**src/rtl/arb_pkg.sv**
```systemverilog
// Shared definitions for the priority / round-robin arbiter.
package arb_pkg;

    localparam logic MODE_FIXED = 1'b0;
    localparam logic MODE_RR    = 1'b1;

    typedef enum logic [0:0] {
        ST_IDLE  = 1'b0,
        ST_GRANT = 1'b1
    } arb_state_e;

    // $clog2 that never returns less than one bit, so every derived width stays legal.
    function automatic int unsigned clog2_min1(input int unsigned value);
        return (value <= 2) ? 1 : $clog2(value);
    endfunction

endpackage

```
**src/rtl/prio_enc_param.sv**
```systemverilog
// Combinational highest-set-index priority encoder with a valid flag.
module prio_enc_param
    import arb_pkg::*;
#(
    parameter  int unsigned N = 8,
    localparam int unsigned W = clog2_min1(N)
) (
    input  logic [N-1:0] vec,
    output logic [W-1:0] idx,
    output logic         valid
);

    // Scan upward so the highest set bit is the last one to write idx.
    always_comb begin
        idx   = '0;
        valid = 1'b0;
        for (int i = 0; i < N; i++) begin
            if (vec[i]) begin
                idx   = W'(i);
                valid = 1'b1;
            end
        end
    end

endmodule

```
**src/rtl/priority_arbiter_rr.sv**
```systemverilog
// Registered N-requester arbiter with fixed or round-robin priority and a hold-time limit.
module priority_arbiter_rr
    import arb_pkg::*;
#(
    parameter  int unsigned N        = 8,
    parameter  int unsigned MAX_HOLD = 16,
    localparam int unsigned W        = clog2_min1(N)
) (
    input  logic         clk,
    input  logic         rst,
    input  logic [N-1:0] req,
    input  logic         mode,
    input  logic         done,
    output logic         gnt_valid,
    output logic [W-1:0] gnt_idx,
    output logic [N-1:0] gnt_onehot,
    output logic         timeout
);

    localparam int unsigned HW = clog2_min1(MAX_HOLD + 1);
    // With no limit the counter simply parks at zero.
    localparam logic [HW-1:0] HOLD_LAST = (MAX_HOLD == 0) ? '0 : HW'(MAX_HOLD - 1);
    localparam logic [W-1:0]  LAST_IDX  = W'(N - 1);

    arb_state_e    state_q, state_d;
    logic          gnt_valid_q, gnt_valid_d;
    logic [W-1:0]  gnt_idx_q, gnt_idx_d;
    logic [N-1:0]  gnt_onehot_q, gnt_onehot_d;
    logic          timeout_q, timeout_d;
    logic [W-1:0]  rr_ptr_q, rr_ptr_d;
    logic [HW-1:0] hold_cnt_q, hold_cnt_d;

    logic          owner_req;
    logic          limit_hit;
    logic          release_grant;
    logic          revoke;
    logic          arbitrate;
    logic          take_grant;
    logic [N-1:0]  arb_req;
    logic [W-1:0]  rot;
    logic [N-1:0]  rotated;
    logic [W-1:0]  enc_idx;
    logic          enc_valid;
    logic [W-1:0]  winner;

    // Release detection and the masked request vector used for handover.
    always_comb begin
        owner_req     = req[gnt_idx_q];
        limit_hit     = (MAX_HOLD != 0) && (hold_cnt_q == HOLD_LAST);
        release_grant = (state_q == ST_GRANT) && (done || !owner_req || limit_hit);
        // done wins over the limit; a dropped request is a plain release, not a revoke.
        revoke        = release_grant && limit_hit && !done && owner_req;
        arbitrate     = (state_q == ST_IDLE) || release_grant;
        // The releasing owner sits out the immediate handover only.
        arb_req       = release_grant ? (req & ~gnt_onehot_q) : req;
        rot           = (mode == MODE_RR) ? (LAST_IDX - rr_ptr_q) : '0;
    end

    // Rotate so rr_ptr lands on the top bit; the encoder then searches downward from it.
    always_comb begin
        rotated = '0;
        for (int k = 0; k < N; k++) begin
            int unsigned src;
            src = k + N - int'(rot);
            if (src >= N) begin
                src = src - N;
            end
            rotated[k] = arb_req[W'(src)];
        end
    end

    prio_enc_param #(
        .N(N)
    ) u_enc (
        .vec  (rotated),
        .idx  (enc_idx),
        .valid(enc_valid)
    );

    // Undo the rotation to recover the real requester index.
    always_comb begin
        int unsigned w;
        w = int'(enc_idx) + N - int'(rot);
        if (w >= N) begin
            w = w - N;
        end
        winner     = W'(w);
        take_grant = arbitrate && enc_valid;
    end

    // State register plus all registered outputs and bookkeeping.
    always_ff @(posedge clk) begin
        if (rst) begin
            state_q      <= ST_IDLE;
            gnt_valid_q  <= 1'b0;
            gnt_idx_q    <= '0;
            gnt_onehot_q <= '0;
            timeout_q    <= 1'b0;
            rr_ptr_q     <= LAST_IDX;
            hold_cnt_q   <= '0;
        end else begin
            state_q      <= state_d;
            gnt_valid_q  <= gnt_valid_d;
            gnt_idx_q    <= gnt_idx_d;
            gnt_onehot_q <= gnt_onehot_d;
            timeout_q    <= timeout_d;
            rr_ptr_q     <= rr_ptr_d;
            hold_cnt_q   <= hold_cnt_d;
        end
    end

    // Next-state logic.
    always_comb begin
        state_d = state_q;
        unique case (state_q)
            ST_IDLE:  if (enc_valid) state_d = ST_GRANT;
            ST_GRANT: if (release_grant && !enc_valid) state_d = ST_IDLE;
            default:  state_d = ST_IDLE;
        endcase
    end

    // Next values for the grant outputs, rr_ptr and hold counter.
    always_comb begin
        gnt_valid_d  = gnt_valid_q;
        gnt_idx_d    = gnt_idx_q;
        gnt_onehot_d = gnt_onehot_q;
        timeout_d    = revoke;
        rr_ptr_d     = rr_ptr_q;
        hold_cnt_d   = hold_cnt_q;
        if (take_grant) begin
            gnt_valid_d  = 1'b1;
            gnt_idx_d    = winner;
            gnt_onehot_d = N'(1) << winner;
            hold_cnt_d   = '0;
            if (mode == MODE_RR) begin
                rr_ptr_d = (winner == '0) ? LAST_IDX : (winner - W'(1));
            end
        end else if (release_grant) begin
            gnt_valid_d  = 1'b0;
            gnt_idx_d    = '0;
            gnt_onehot_d = '0;
            hold_cnt_d   = '0;
        end else if ((state_q == ST_GRANT) && (hold_cnt_q != HOLD_LAST)) begin
            hold_cnt_d = hold_cnt_q + HW'(1);
        end
    end

    assign gnt_valid  = gnt_valid_q;
    assign gnt_idx    = gnt_idx_q;
    assign gnt_onehot = gnt_onehot_q;
    assign timeout    = timeout_q;

endmodule
```
**config.mk**
```make
export PLATFORM = sky130hd
export DESIGN_NAME = priority_arbiter_rr
export DESIGN_NICKNAME = d
export VERILOG_FILES = /design/src/rtl/arb_pkg.sv /design/src/rtl/prio_enc_param.sv /design/src/rtl/priority_arbiter_rr.sv
export SDC_FILE = /design/constraint.sdc
export NUM_CORES = 1
export LEC_CHECK = 0
export CAP_MARGIN = 5
export CORE_UTILIZATION = 55
export CTS_BUF_LIST = sky130_fd_sc_hd__clkbuf_4
export CTS_CLUSTER_DIAMETER = 100
export DETAILED_ROUTE_END_ITERATION = 12
export PLACE_DENSITY = 0.86
export SYNTH_ARGS = -nofsm -noshare
export SYNTH_HDL_FRONTEND = slang
export SYNTH_SLANG_ARGS = --single-unit
```
**constraint.sdc**
```tcl
create_clock -name clk -period 5 [get_ports clk]
set_clock_uncertainty 0.2 [all_clocks]
set_input_delay 1 -clock clk [delete_from_list [all_inputs] [get_ports clk]]
set_output_delay 1 -clock clk [all_outputs]
set_load 0.02 [all_outputs]
```
## Word-level counts from Yosys, hierarchy flattened

Index checks and enable logic that the tools add are counted.

- Add/sub/neg operators: 22
- Multiply operators: 0
- Divide/modulo/power cells: 0
- Magnitude comparators: 18
- Eq/ne operators: 2
- Shift-type cells: 1
- Mux-type cells: 54
- Bitwise gates (word level): 3
- Reductions and logical operators: 17

Operators by type and width:

| cell | count |
|---|---|
| 32-bit by 4-bit >= comparator with 1-bit output, second input constant | 9 |
| 3-bit 2-to-1 mux | 17 |
| 4-bit by 3-bit subtractor with 5-bit output, first input constant | 8 |
| 3-bit by 4-bit less-than comparator with 1-bit output, second input constant | 9 |
| 3-bit by 1-bit subtractor with 3-bit output, second input constant | 10 |
| 1-bit binary-select mux with 3-bit select | 9 |
| 8-bit 2-to-1 mux | 3 |
| 1-bit 2-to-1 mux | 22 |
| 8-bit AND | 1 |
| 8-bit NOT | 1 |
| 1-bit by 3-bit << shifter with 8-bit output, first input constant | 1 |
| 1-bit logical AND | 7 |
| 5-bit by 3-bit subtractor with 6-bit output | 1 |
| 3-bit by 4-bit adder with 5-bit output, second input constant | 1 |
| 5-bit by 1-bit adder with 5-bit output, second input constant | 1 |
| 5-bit by 4-bit == test with 1-bit output, second input constant | 1 |
| 5-bit by 4-bit != test with 1-bit output, second input constant | 1 |
| 2-bit 2-to-1 mux | 2 |
| 1-bit zero test | 3 |
| 3-bit zero test | 1 |
| 1-bit logical OR | 3 |
| 3-bit OR reduction | 1 |
| 3-bit subtractor, first input constant | 1 |
| 1-bit case mux with 2 select lines | 1 |
| other kinds (3) | 3 |

- Register bits after elaboration: 22
- Bits in latches: 0
- RAM bits: 0
- Memory bits (read-only): 0
- Bits of input ports: 12
- Output and inout port bits: 13
- Word-level logic and storage cells: 124
- Memories kept: 0

## Depth between registers and ports, before layout

Gate-level depths: netlist (run 1).

- Word-level depth: 22
- Mapped depth: 19
- Gate-level depth less buffers: 18

## Cells and area by module

Synthesis (run 1) repeated with hierarchy kept, for this count alone.

- Cell total of the unflattened synthesis: 179
- Area total of the unflattened synthesis: 1622.8 µm²

Modules (own cells, without submodules):

| module | times used | cells each | area an instance (µm²) | sequential area each (µm²) |
|---|---|---|---|---|
| priority_arbiter_rr | 1 | 167 | 1565.3 | 440.4 |
| prio_enc_param | 1 | 12 | 57.6 | 0.0 |

## Least setup slack after synthesis (run 1)

Ideal clock, no wire load.

- Path kind: input -> register
- Start: input req[1]
- End: register rr_ptr_q[2]
- Setup time: 130 ps
- Arrival: 4250 ps
- Required time: 4670 ps
- Path slack: 421 ps
- Stages on the path: 15
- Path buffers: 1
- Cell sequence: mux2i_1 > a221o_1 > buf_2 > o41a_1 > mux4_2 > mux2i_1 > nor2_1 > o21ai_0 > nand3b_1 > a221oi_1 > ha_1 > fa_1 > ha_1 > nor3_1 > o311ai_1

- Cells in the longest elaborated chain, start to end: 22
- Elaborated cells between the ends (all ways): 50
- Classes of those cells: 4 x add/sub; 1 x order compare; 36 x mux; 1 x bitwise; 8 x reduce/logical

Ends and longest elaborated chain:

| element | RTL line | RTL |
|---|---|---|
| from (decl) | priority_arbiter_rr.sv:11 | `input logic [N-1:0] req,` |
| 1-bit binary-select mux with 3-bit select | priority_arbiter_rr.sv:48 | `owner_req = req[gnt_idx_q];` |
| 1-bit 2-to-1 mux (not written as such) | priority_arbiter_rr.sv:48 |  |
| 1-bit zero test | priority_arbiter_rr.sv:50 | `release_grant = (state_q == ST_GRANT) && (done \|\| !owner_req \|\| limit_hit);` |
| 1-bit logical OR (2 in a row) | priority_arbiter_rr.sv:50 |  |
| 1-bit logical AND | priority_arbiter_rr.sv:50 |  |
| 8-bit 2-to-1 mux | priority_arbiter_rr.sv:55 | `arb_req = release_grant ? (req & ~gnt_onehot_q) : req;` |
| 1-bit binary-select mux with 3-bit select | priority_arbiter_rr.sv:68 | `rotated[k] = arb_req[W'(src)];` |
| 1-bit 2-to-1 mux (not written as such) | priority_arbiter_rr.sv:68 |  |
| 1-bit 2-to-1 mux | prio_enc_param.sv:18 | `if (vec[i]) begin` |
| 2-bit 2-to-1 mux (2 in a row) | prio_enc_param.sv:18 |  |
| 3-bit 2-to-1 mux (4 in a row) | prio_enc_param.sv:18 |  |
| 3-bit by 4-bit adder with 5-bit output | priority_arbiter_rr.sv:83 | `w = int'(enc_idx) + N - int'(rot);` |
| 5-bit by 3-bit subtractor with 6-bit output | priority_arbiter_rr.sv:83 |  |
| 32-bit by 4-bit >= comparator with 1-bit output or 3-bit by 1-bit subtractor with 3-bit output (tied branches) | priority_arbiter_rr.sv:84, priority_arbiter_rr.sv:85 |  |
| 3-bit 2-to-1 mux | priority_arbiter_rr.sv:84 | `if (w >= N) begin` |
| 3-bit by 1-bit subtractor with 3-bit output or 3-bit zero test (tied branches) | priority_arbiter_rr.sv:136 | `rr_ptr_d = (winner == '0) ? LAST_IDX : (winner - W'(1));` |
| 3-bit 2-to-1 mux | priority_arbiter_rr.sv:136 |  |
| to (signal assigned) | priority_arbiter_rr.sv:107 | `rr_ptr_q <= rr_ptr_d;` |
| to (decl) | priority_arbiter_rr.sv:30 | `logic [W-1:0] rr_ptr_q, rr_ptr_d;` |

Parallel ways exist; a longest one is shown, timed or not. The select of a mux whose other input is x is not followed.
A chain may end at the register's enable or synchronous reset.

## Final worst setup path (run 1)

- Start: input req[7]
- End: register gnt_onehot_q[1] (netlist: gnt_onehot[1])

- Cells in the longest elaborated chain, start to end: 22
- Elaborated cells between the ends (all ways): 49
- Classes of those cells: 3 x add/sub; 1 x order compare; 1 x shift; 36 x mux; 1 x bitwise; 7 x reduce/logical

Ends and longest elaborated chain:

| element | RTL line | RTL |
|---|---|---|
| 1-bit binary-select mux with 3-bit select | priority_arbiter_rr.sv:48 |  |
| 1-bit 2-to-1 mux (not written as such) | priority_arbiter_rr.sv:48 |  |
| 1-bit zero test | priority_arbiter_rr.sv:50 |  |
| 1-bit logical OR (2 in a row) | priority_arbiter_rr.sv:50 |  |
| 1-bit logical AND | priority_arbiter_rr.sv:50 |  |
| 8-bit 2-to-1 mux | priority_arbiter_rr.sv:55 |  |
| 1-bit binary-select mux with 3-bit select | priority_arbiter_rr.sv:68 |  |
| 1-bit 2-to-1 mux (not written as such) | priority_arbiter_rr.sv:68 |  |
| 1-bit 2-to-1 mux | prio_enc_param.sv:18 |  |
| 2-bit 2-to-1 mux (2 in a row) | prio_enc_param.sv:18 |  |
| 3-bit 2-to-1 mux (4 in a row) | prio_enc_param.sv:18 |  |
| 3-bit by 4-bit adder with 5-bit output | priority_arbiter_rr.sv:83 |  |
| 5-bit by 3-bit subtractor with 6-bit output | priority_arbiter_rr.sv:83 |  |
| 32-bit by 4-bit >= comparator with 1-bit output or 3-bit by 1-bit subtractor with 3-bit output (tied branches) | priority_arbiter_rr.sv:84, priority_arbiter_rr.sv:85 |  |
| 3-bit 2-to-1 mux | priority_arbiter_rr.sv:84 |  |
| 1-bit by 3-bit << shifter with 8-bit output | priority_arbiter_rr.sv:133 | `gnt_onehot_d = N'(1) << winner;` |
| 8-bit 2-to-1 mux | priority_arbiter_rr.sv:130 | `if (take_grant) begin` |
| to (signal assigned) | priority_arbiter_rr.sv:105 | `gnt_onehot_q <= gnt_onehot_d;` |
| to (decl) | priority_arbiter_rr.sv:28 | `logic [N-1:0] gnt_onehot_q, gnt_onehot_d;` |

Parallel ways exist; a longest one is shown, timed or not. The select of a mux whose other input is x is not followed.

==> PnR_summary.wiki, run 1 <==
{| class="wikitable"
! Metric !! Value
|-
| Synth top area share || 24.1%
|-
| Total via count after detailed routing || 1881
|-
| Initial core utilization || 58.9%
|-
| Core area || 3100 µm²
|-
| Number of flops mapped to enable cells by yosys || 0
|-
| Vias per cell || 6.11
|-
| Layout area overhead || 40.3%
|-
| Proportion of layout cells with a drive suffix above 1 || 29.9%
|-
| Number of fill cells || 191
|-
| Fmax || 206 MHz
|-
| Total wirelength of the detailed-routed design || 5380 µm
|-
| Number of placed instances, taps included || 301
|-
| Wire length of the first global-routing pass || 8000 µm
|-
| Prevailing post-synth register cell || dfxtp_1
|-
| Largest net degree at the start of global routing || 18
|-
| Number of antenna violations at the first check in global routing || 0
|-
| Nets in the synthesized netlist || 224
|-
| Standard-cell rows || 20
|-
| Height of the die || 59.7 µm
|-
| Setup repair after global routing missed its margin || false
|-
| Peak supply drop || 0.381 mV
|-
| Min cycle time layout || 4.86 ns
|-
| Class of the most critical hold timing path || flop to flop
|-
| Final-report max-slew violation count || 0
|-
| Insertion delay of the later-clocked pin in the worst-skew pair || 0.31 ns
|-
| Async set-reset flop share out of synthesis || 0%
|-
| Cells along the critical path || clkdlybuf4s50_1 > mux2_2 > o22a_1 > a41oi_2 > buf_4 > mux4_2 > nand2_1 > o21ai_1 > o21ai_0 > nand2b_1 > nand3b_1 > a221oi_2 > ha_2 > fa_2 > xnor2_2 > xnor2_2 > and2b_1 > a22o_1
|-
| Final global-route overflow total || 0
|-
| Share of synthesized area occupied by flip-flops and latches || 24.1%
|-
| Quantity of I/O buffers inserted on ports || 24
|-
| Final worst setup slack || 0.138 ns
|-
| Endpoint kind of the worst setup timing path || flop
|-
| Post-route ant nets || 0
|-
| Full die area || 3560 µm²
|-
| Tightest Pin Transition || 0.500 ns
|-
| Maximum cell stage delay along the critical path || 0.51 ns
|-
| Worst path slowest cell || mux4_2
|-
| Total power per unit cell area || 487 nW/µm²
|-
| CP Launch Type || input port
|-
| CTS buffer count || 3
|-
| Root cell of the clock tree || clkbuf_4
|-
| Weighted congestion reported at the end of routability-driven placement || 0.891
|-
| Leakage power of the design || 1.12 nW
|-
| Area of all sequential standard cells || 440 µm²
|-
| Result of the run || completed
|-
| Routed length per instance || 17.5 µm
|-
| Post-route insts no fill || 308
|-
| Ports || 25
|-
| Area of the multi-input gates || 1400 µm²
|-
| Crit path required time || 5.01 ns
|-
| Core Util, Final || 82.7%
|-
| Post-synthesis cell type with the largest combined area || dfxtp_1
|-
| Total power || 0.00125 W
|-
| Chip Width || 59.7 µm
|-
| Antenna cell count || 0
|-
| Worst hold slack || 0.269 ns
|-
| Count of final hold-check violations || 0
|-
| Count of cell types in the netlist || 52
|-
| CTS clk-pin slew, worst paths || 0.12 ns
|-
| Number of detailed-routing iterations run before antenna repair || 4
|-
| Instance count along the most critical hold path || 1
|-
| Number of synthesis warnings || 0
|-
| Synthesized instance count || 201
|-
| H-Tree Depth || 1
|-
| Clock sinks || 22
|-
| Number of global-route vias before repair || 1881
|-
| Count of state elements after synthesis || 22
|-
| DR iter-0 viols || 159
|-
| Number of cells on the critical path || 18
|-
| Ranking of synthesized cells by area || dfxtp_1, mux4_2, ha_1
|-
| Share of the cycle needed by the critical path after routing || 97.2%
|-
| CTS tree || yes
|-
| HPWL after detailed placement || 3860 µm
|-
| Number of violations of the max-capacitance limit || 0
|-
| Delay-heaviest family, CP || compound AO/OA/AOI/OAI gates
|-
| Crit-path max FO || 5
|-
| Maximum clock path buffer count || 2
|-
| Post-cts hold buffer count || 0
|-
| Final Net Count || 288
|-
| Total global-route track usage || 29.8%
|-
| Post-synth design cell area || 1830 µm²
|-
| # setup viols final || 0
|-
| Post-Place Setup Slack || -0.414 ns
|-
| Average cell area after synthesis || 9.09 µm²
|-
| WP data arrival || 4.88 ns
|-
| DRC violation count after routing || 0
|-
| Category of the critical setup timing path || input port to flop
|-
| Crit path buf inv count || 2
|-
| Most frequent cells in the layout || buf_4, nand2_1, dfxtp_1
|-
| Commonest non-fill, non-tap cell in the layout || buf_4
|-
| Worst reg2reg path depth || 17
|-
| Relative slew slack || 66.6%
|-
| Crit path top cell by count || xnor2_2
|}
-- routing by layer --
layer | part of all wire (%) | vias to the layer above | track usage, % | routed length, µm
li1 | - | 884 | - | -
met1 | 40 | 895 | 36.9 | 2160
met2 | 51 | 84 | 53.2 | 2760
met3 | 5.6 | 18 | 2.16 | 300
met4 | 2.7 | 0 | 12.0 | 147
met5 | 0 | - | 0 | 0
-- Yosys cell counts, types with 2 or more instances --
cell type and number:
a21boi_0 4, a21o_1 2, a21oi_1 4, a221oi_1 2, a22o_1 11, a32o_1 2, a41oi_1 4, and2_1 4
and3_1 2, and4_1 2, clkbuf_1 3, dfxtp_1 22, ha_1 10, inv_1 13, mux2_2 3, mux2i_1 9
mux4_2 6, nand2_1 23, nand2b_1 7, nand3_1 3, nor2_1 11, nor2b_1 5, nor3_1 4, o21ai_0 3
o31a_1 3, o41a_1 4, o41ai_1 4, or2_2 2, xnor2_1 6
-- kinds of logic (layout without fill, tap and decap cells) --
family                     count (synthesis)  in the layout  share of synthesized area, %
and+or+nand+nor                           70             70                          19.4
AOI/OAI and AO/OA                         54             54                          26.5
DFF                                       22             22                          24.1
buffers and inverters                     19             82                          4.59
muxes                                     18             18                          14.2
adders and majority gates                 11             11                          7.94
xor gates and xnor gates                   7              7                          3.35
-- layout make-up --
cell class / count / area share (%)
Clock inverter: 1 / 1.17
Sequential cell: 22 / 17.2
Multi-Input combinational cell: 160 / 54.7
Timing Repair Buffer: 65 / 22.0
Clock buffer: 3 / 0.878
Inverter: 13 / 1.90
Tap cell: 44 / 2.15
-- power breakdown --
part	total, W	switching [W]	internal (W)
sequential	0.000257	0.0000442	0.000213
clock	0.000136	0.0000546	0.0000811
combinational	0.000856	0.000435	0.000420
total	0.00125	0.000534	0.000714
-- path summary, 6_finish.rpt --
check | start | end | slack [ns]
max | req[7] | gnt_onehot[1] | 0.14
max reg2reg | hold_cnt_q[0] | gnt_onehot[1] | 0.46
min | gnt_valid | gnt_valid | 0.27
min reg2reg | gnt_valid | gnt_valid | 0.27
-- sequential cells by signal, indices dropped and copies added (netlist names) --
signal / count
hold_cnt_q: 5
state_q: 1
gnt_onehot: 8
gnt_idx: 3
timeout: 1
rr_ptr_q: 3
gnt_valid: 1
-- metrics by stage --
step | instance area [µm²] | TNS [ns]
4_1_cts | 2450 | -0.0185
3_3_place_gp | 2370 | -3.01
6_report | 2560 | 0
5_1_grt | 2560 | 0
2_1_floorplan | 1830 | 0
3_5_place_dp | 2370 | -3.76
-- timing repair --
item / 4_1_cts / 5_1_grt
gates resized for setup: 6 / 21
setup endpoints to repair: 6 / 12
pin swaps: 0 / 13
setup buffers: 0 / 3
(Power assumes the default switching activity.)
==> run 2, diff against run 1 <==
- TNS_END_PERCENT: unset -> 5
- clock period: 5 -> 5.4 ns (I/O delays scaled with it)
==> run 2 against run 1 <==
- combinational power down 25%
- clock-buffer cell count stayed put
- sequential share of layout area increased by 2.7 points
- final area decreased by 14%
- via count fell by 9.9%
- hold slack about the same
- non-clock buffer count shrank 33
- first-iteration DRC count shrank 5.0%
- setup slack gained 0.090 ns
- total power decreased by 19%
==> PnR_summary.wiki, run 2 (synthesis gave the netlist of run 1 again) <==
{| class="wikitable"
! Metric !! Value
|-
| Result of the run || completed
|-
| Core Util, Final || 71.5%
|-
| CTS clk-pin slew, worst paths || 0.12 ns
|-
| Quantity of I/O buffers inserted on ports || 24
|-
| Leakage power of the design || 0.920 nW
|-
| Worst R2R Start || hold_cnt_q[0]
|-
| Worst reg2reg path depth || 18
|-
| Min cycle time layout || 5.17 ns
|-
| Height of the die || 59.7 µm
|-
| Portion of total power attributed to the clock network || 12.4%
|-
| Total global-route track usage || 27.8%
|-
| Core area || 3100 µm²
|-
| Final Net Count || 255
|-
| Critical path destination || rr_ptr_q[2]
|-
| Worst setup path startpoint || req[0]
|-
| Share of the cycle needed by the critical path after routing || 95.8%
|-
| Vias per cell || 6.16
|-
| Class of the most critical hold timing path || flop to flop
|-
| DR iter-0 viols || 151
|-
| Root cell of the clock tree || clkbuf_4
|-
| Total via count after detailed routing || 1694
|-
| Setup repair after global routing missed its margin || false
|-
| Cells along the critical path || clkdlybuf4s50_1 > mux2i_1 > a221o_1 > o41a_1 > mux4_2 > mux2i_1 > nor2_1 > o21ai_0 > nand3b_1 > a221oi_2 > ha_2 > fa_2 > ha_1 > and2_1 > o311ai_1
|-
| Post-route ant nets || 0
|-
| Number of violations of the max-capacitance limit || 0
|-
| Total power per unit cell area || 456 nW/µm²
|-
| Category of the critical setup timing path || input port to flop
|-
| Worst path slowest cell || mux4_2
|-
| Wire length of the first global-routing pass || 7480 µm
|-
| Commonest non-fill, non-tap cell in the layout || clkdlybuf4s50_1
|-
| Total power || 0.00101 W
|-
| Fmax || 193 MHz
|-
| Sequential Power Share || 23.7%
|-
| CTS tree || yes
|-
| Weighted congestion reported at the end of routability-driven placement || 0.935
|-
| Layout area overhead || 21.3%
|-
| Number of flip-flops in the largest register || 8
|-
| Ports || 25
|-
| Sw power || 0.000439 W
|-
| Internal reg-to-reg setup slack || 0.87 ns
|-
| Final-report max-slew violation count || 0
|-
| Initial core utilization || 58.9%
|-
| H-Tree Depth || 1
|-
| Relative slew slack || 55.3%
|-
| Fraction of power spent switching nets || 43.4%
|-
| Count of final hold-check violations || 0
|-
| Worst hold slack || 0.269 ns
|-
| CTS buffer count || 3
|-
| WP data arrival || 5.19 ns
|-
| Number of global-route vias before repair || 1627
|-
| Crit-path max FO || 8
|-
| Largest net degree at the start of global routing || 18
|-
| Peak supply drop || 0.275 mV
|-
| Crit path required time || 5.42 ns
|-
| Clock sinks || 22
|-
| Maximum cell stage delay along the critical path || 0.51 ns
|-
| Combinational share of power || 63.9%
|-
| # setup viols final || 0
|-
| Routed length per instance || 16.7 µm
|-
| Final global-route overflow total || 0
|-
| Crit path top cell by count || mux2i_1
|-
| CP Launch Type || input port
|-
| Number of antenna violations at the first check in global routing || 0
|-
| HPWL after detailed placement || 3660 µm
|-
| Post-Place Setup Slack || -0.0821 ns
|-
| Tightest Pin Transition || 0.671 ns
|-
| Reg-to-reg endpoint || rr_ptr_q[2]
|-
| Endpoint kind of the worst setup timing path || flop
|-
| Proportion of layout cells with a drive suffix above 1 || 14.3%
|-
| Total setup buffers inserted after CTS || 0
|-
| DRC violation count after routing || 0
|-
| Final Instance Area || 2220 µm²
|-
| Total wirelength of the detailed-routed design || 4590 µm
|-
| Standard-cell rows || 20
|-
| Number of detailed-routing iterations run before antenna repair || 4
|-
| Maximum clock path buffer count || 2
|-
| Chip Width || 59.7 µm
|-
| Design internal power || 0.000572 W
|-
| Insertion delay of the later-clocked pin in the worst-skew pair || 0.31 ns
|-
| Post-Place Cell Area || 2150 µm²
|-
| Most frequent cells in the layout || clkdlybuf4s50_1, nand2_1, dfxtp_1
|-
| Antenna cell count || 0
|-
| Final worst setup slack || 0.228 ns
|-
| Full die area || 3560 µm²
|}
## run 2: changes by cell type in the layout (fill, tap and decap cells not counted), moves of 4 or more
| cell | previous run | this run |
|---|---|---|
| buf_4 | 40 | 8 |
| dlymetal6s2s_1 | 5 | 0 |
| a41oi_2 | 4 | 0 |
| clkdlybuf4s50_1 | 19 | 24 |
| a41oi_1 | 0 | 4 |
## run 2: how the worst min path moves through the flow
stage	depth (start not counted)	start	end	slack [ns]
6_report	1	gnt_valid	gnt_valid	0.27
5_1_grt	1	gnt_valid	gnt_valid	0.30
3_5_place_dp	1	gnt_valid	gnt_valid	0.25
3_3_place_gp	1	gnt_valid	gnt_valid	0.24
2_1_floorplan	1	rr_ptr_q[0]	rr_ptr_q[0]	0.24
4_1_cts	1	gnt_valid	gnt_valid	0.28
## run 2: repair_timing
action                                  in CTS  in global routing
endpoints found under the setup margin       0                  1
gates resized for setup                      0                  4
hold buffers                                 0                  0
## run 2: power by group through the flow
stage / combinational [W] / sequential [W] / clock [W]
floorplan: 0.000416 / 0.000254 / 0
global placement: 0.000609 / 0.000242 / 0
detailed placement: 0.000622 / 0.000243 / 0
CTS: 0.000624 / 0.000239 / 0.000126
global route: 0.000700 / 0.000245 / 0.000133
finish: 0.000646 / 0.000240 / 0.000125
## run 2: worst max-delay path, delay by kind of cell
kind	cells	cell delay, ns
buffers and inverters	1	0.50
adders and majority gates	3	0.95
and+or+nand+nor	3	0.31
muxes	3	0.81
AOI/OAI and AO/OA	5	1.54
## run 2: metrics by stage
stage          setup TNS (ns)  cells
5_1_grt                     0    275
6_report                    0    275
4_1_cts                     0    275
3_5_place_dp           -0.106    271
2_1_floorplan               0    201
3_3_place_gp                0    271
## run 2: layout make-up
class / instances / area, µm²
Clock inverter: 1 / 30.0
Sequential cell: 22 / 440
Fill cell: 244 / 886
Tap cell: 44 / 55.1
Timing Repair Buffer: 32 / 300
Multi-Input combinational cell: 160 / 1320
Clock buffer: 3 / 22.5
Inverter: 13 / 48.8
## run 2: routing by layer
layer | wire, µm | track usage (%)
met1 | 2100 | 36.2
met2 | 2300 | 49.7
met3 | 138 | 2.16
met4 | 57 | 6.31
met5 | 0 | 0
==> run 3, diff against run 2 <==
- GPL_ROUTABILITY_DRIVEN: unset -> 0
==> run 3 against run 2 <==
- cell count did not move
- core utilization shrank 1.4 points
- via count down 1.2%
- clock power down 39%
- total power fell by 6.8%
- clock-buffer cell count unchanged
- largest cell class unchanged
==> PnR_summary.wiki, run 3 (synthesis gave the netlist of run 1 again) <==
{| class="wikitable"
! Metric !! Value
|-
| Proportion of layout cells with a drive suffix above 1 || 12.1%
|-
| DRC violation count after routing || 0
|-
| Crit path required time || 5.40 ns
|-
| Quantity of I/O buffers inserted on ports || 24
|-
| Antenna cell count || 0
|-
| Maximum clock path buffer count || 2
|-
| Initial core utilization || 58.9%
|-
| Layout area overhead || 19.0%
|-
| Reg-to-reg endpoint || gnt_onehot[2]
|-
| Post-cts hold buffer count || 0
|-
| Routed length per instance || 16.4 µm
|-
| Endpoint kind of the worst setup timing path || flop
|-
| Total global-route track usage || 27.9%
|-
| Standard-cell rows || 20
|-
| Worst reg2reg path depth || 17
|-
| Number of global-route vias before repair || 1621
|-
| Commonest non-fill, non-tap cell in the layout || clkdlybuf4s50_1
|-
| Delay-heaviest family, CP || compound AO/OA/AOI/OAI gates
|-
| Chip Width || 59.7 µm
|-
| Total via count after detailed routing || 1673
|-
| Worst path slowest cell || clkdlybuf4s50_1
|-
| Clock sinks || 22
|-
| Number of violations of the max-capacitance limit || 0
|-
| Crit path buf inv count || 1
|-
| Full die area || 3560 µm²
|-
| Min cycle time layout || 5.22 ns
|-
| Vias per cell || 6.08
|-
| Wire length of the first global-routing pass || 7520 µm
|-
| Result of the run || completed
|-
| Start point of the worst hold path || gnt_valid
|-
| WP data arrival || 5.21 ns
|-
| Core area || 3100 µm²
|-
| Terminating pin of the worst hold path || gnt_valid
|-
| Post-route insts no fill || 275
|-
| Final-report max-slew violation count || 0
|-
| DR iter-0 viols || 166
|-
| Final worst setup slack || 0.184 ns
|-
| Total power per unit cell area || 433 nW/µm²
|-
| Insertion delay of the later-clocked pin in the worst-skew pair || 0.31 ns
|-
| Total setup buffers inserted after CTS || 0
|-
| Leakage power of the design || 0.909 nW
|-
| Number of placed instances, taps included || 271
|-
| Post-Place Setup Slack || -0.0873 ns
|-
| Internal reg-to-reg setup slack || 0.84 ns
|-
| Fmax || 192 MHz
|-
| Peak supply drop || 0.274 mV
|-
| CP Launch Type || input port
|-
| Share of the cycle needed by the critical path after routing || 96.6%
|-
| Final Net Count || 255
|-
| CTS tree || yes
|-
| CTS clk-pin slew, worst paths || 0.12 ns
|-
| Class of the most critical hold timing path || flop to flop
|-
| Count of final hold-check violations || 0
|-
| Post-cts sizing count || 0
|-
| HPWL after detailed placement || 3670 µm
|-
| Root cell of the clock tree || clkbuf_4
|-
| Largest net degree at the start of global routing || 18
|-
| # setup viols final || 0
|-
| Number of detailed-routing iterations run before antenna repair || 4
|-
| Final global-route overflow total || 0
|-
| Category of the critical setup timing path || input port to flop
|-
| Worst R2R Start || hold_cnt_q[0]
|-
| Total wirelength of the detailed-routed design || 4510 µm
|-
| Relative slew slack || 56.6%
|-
| CTS buffer count || 3
|-
| Number of flip-flops in the largest register || 8
|-
| Cells along the critical path || clkdlybuf4s50_1 > mux2i_1 > a221o_1 > o41a_1 > mux4_2 > mux2i_1 > nor2_1 > o21ai_0 > nand3b_1 > a221oi_1 > ha_1 > fa_1 > ha_1 > nor3_1 > o311ai_1
|-
| Maximum cell stage delay along the critical path || 0.51 ns
|-
| Ports || 25
|-
| Crit-path max FO || 8
|-
| Height of the die || 59.7 µm
|-
| Instance count along the most critical hold path || 1
|-
| Number of antenna violations at the first check in global routing || 0
|-
| Setup repair after global routing missed its margin || false
|-
| Most frequent cells in the layout || clkdlybuf4s50_1, nand2_1, dfxtp_1
|-
| H-Tree Depth || 1
|-
| Post-route ant nets || 0
|-
| Tightest Pin Transition || 0.651 ns
|}
==> run 3: worst max path at each step <==
stage                       from          end  slack [ns]  depth (start not counted)
after floorplan           req[1]  rr_ptr_q[2]        0.74                         15
after global placement    req[0]  rr_ptr_q[2]        0.04                         15
after detailed placement  req[0]  rr_ptr_q[2]       -0.09                         15
after CTS                 req[0]  rr_ptr_q[2]        0.22                         15
after global routing      req[0]  rr_ptr_q[2]        0.02                         15
final                     req[0]  rr_ptr_q[2]        0.18                         15
==> run 3: metal layers <==
| metal | wire [µm] | part of all wire (%) | vias up | global-route usage (%) |
|---|---|---|---|---|
| met3 | 249 | 5.5 | 9 | 2.60 |
| met5 | 0 | 0 | - | 0 |
| met2 | 2230 | 50 | 54 | 47.6 |
| met1 | 1950 | 43 | 795 | 36.8 |
| li1 | - | - | 815 | - |
| met4 | 72 | 1.6 | 0 | 9.97 |
==> run 3: metrics by stage <==
step                      util, %  hold WS (ns)  power (W)  TNS (ns)  cell area, µm²
after global placement       69.2         0.237   0.000841         0            2150
after global routing         70.1         0.314    0.00101         0            2170
after floorplan                 -         0.244   0.000669         0            1830
after detailed placement     69.2         0.272   0.000858    -0.311            2150
final                        70.1         0.289   0.000943         0            2170
after CTS                    70.1         0.301   0.000935         0            2170
==> run 3: layout make-up <==
class | count | area, µm²
fill | 252 | 928
sequential | 22 | 440
multi-input combinational | 160 | 1300
inverter | 13 | 48.8
clock inverter | 1 | 3.75
timing repair buffer | 32 | 300
clock buffer | 3 | 22.5
tap | 44 | 55.1
==> run 3: worst reg2reg max path, delay by kind of cell (launching register included) <==
| family | cells | cell delay (ns) |
|---|---|---|
| xor gates and xnor gates | 2 | 0.44 |
| DFF | 1 | 0.39 |
| AOI/OAI and AO/OA | 4 | 0.69 |
| buffers and inverters | 1 | 0.19 |
| adders and majority gates | 4 | 1.17 |
| muxes | 2 | 0.72 |
| and+or+nand+nor | 4 | 0.66 |
==> run 3: report_power, final <==
group / switching (W) / total, W / internal, W
clock: 0.0000492 / 0.0000762 / 0.0000270
combinational: 0.000340 / 0.000627 / 0.000287
sequential: 0.0000422 / 0.000239 / 0.000197
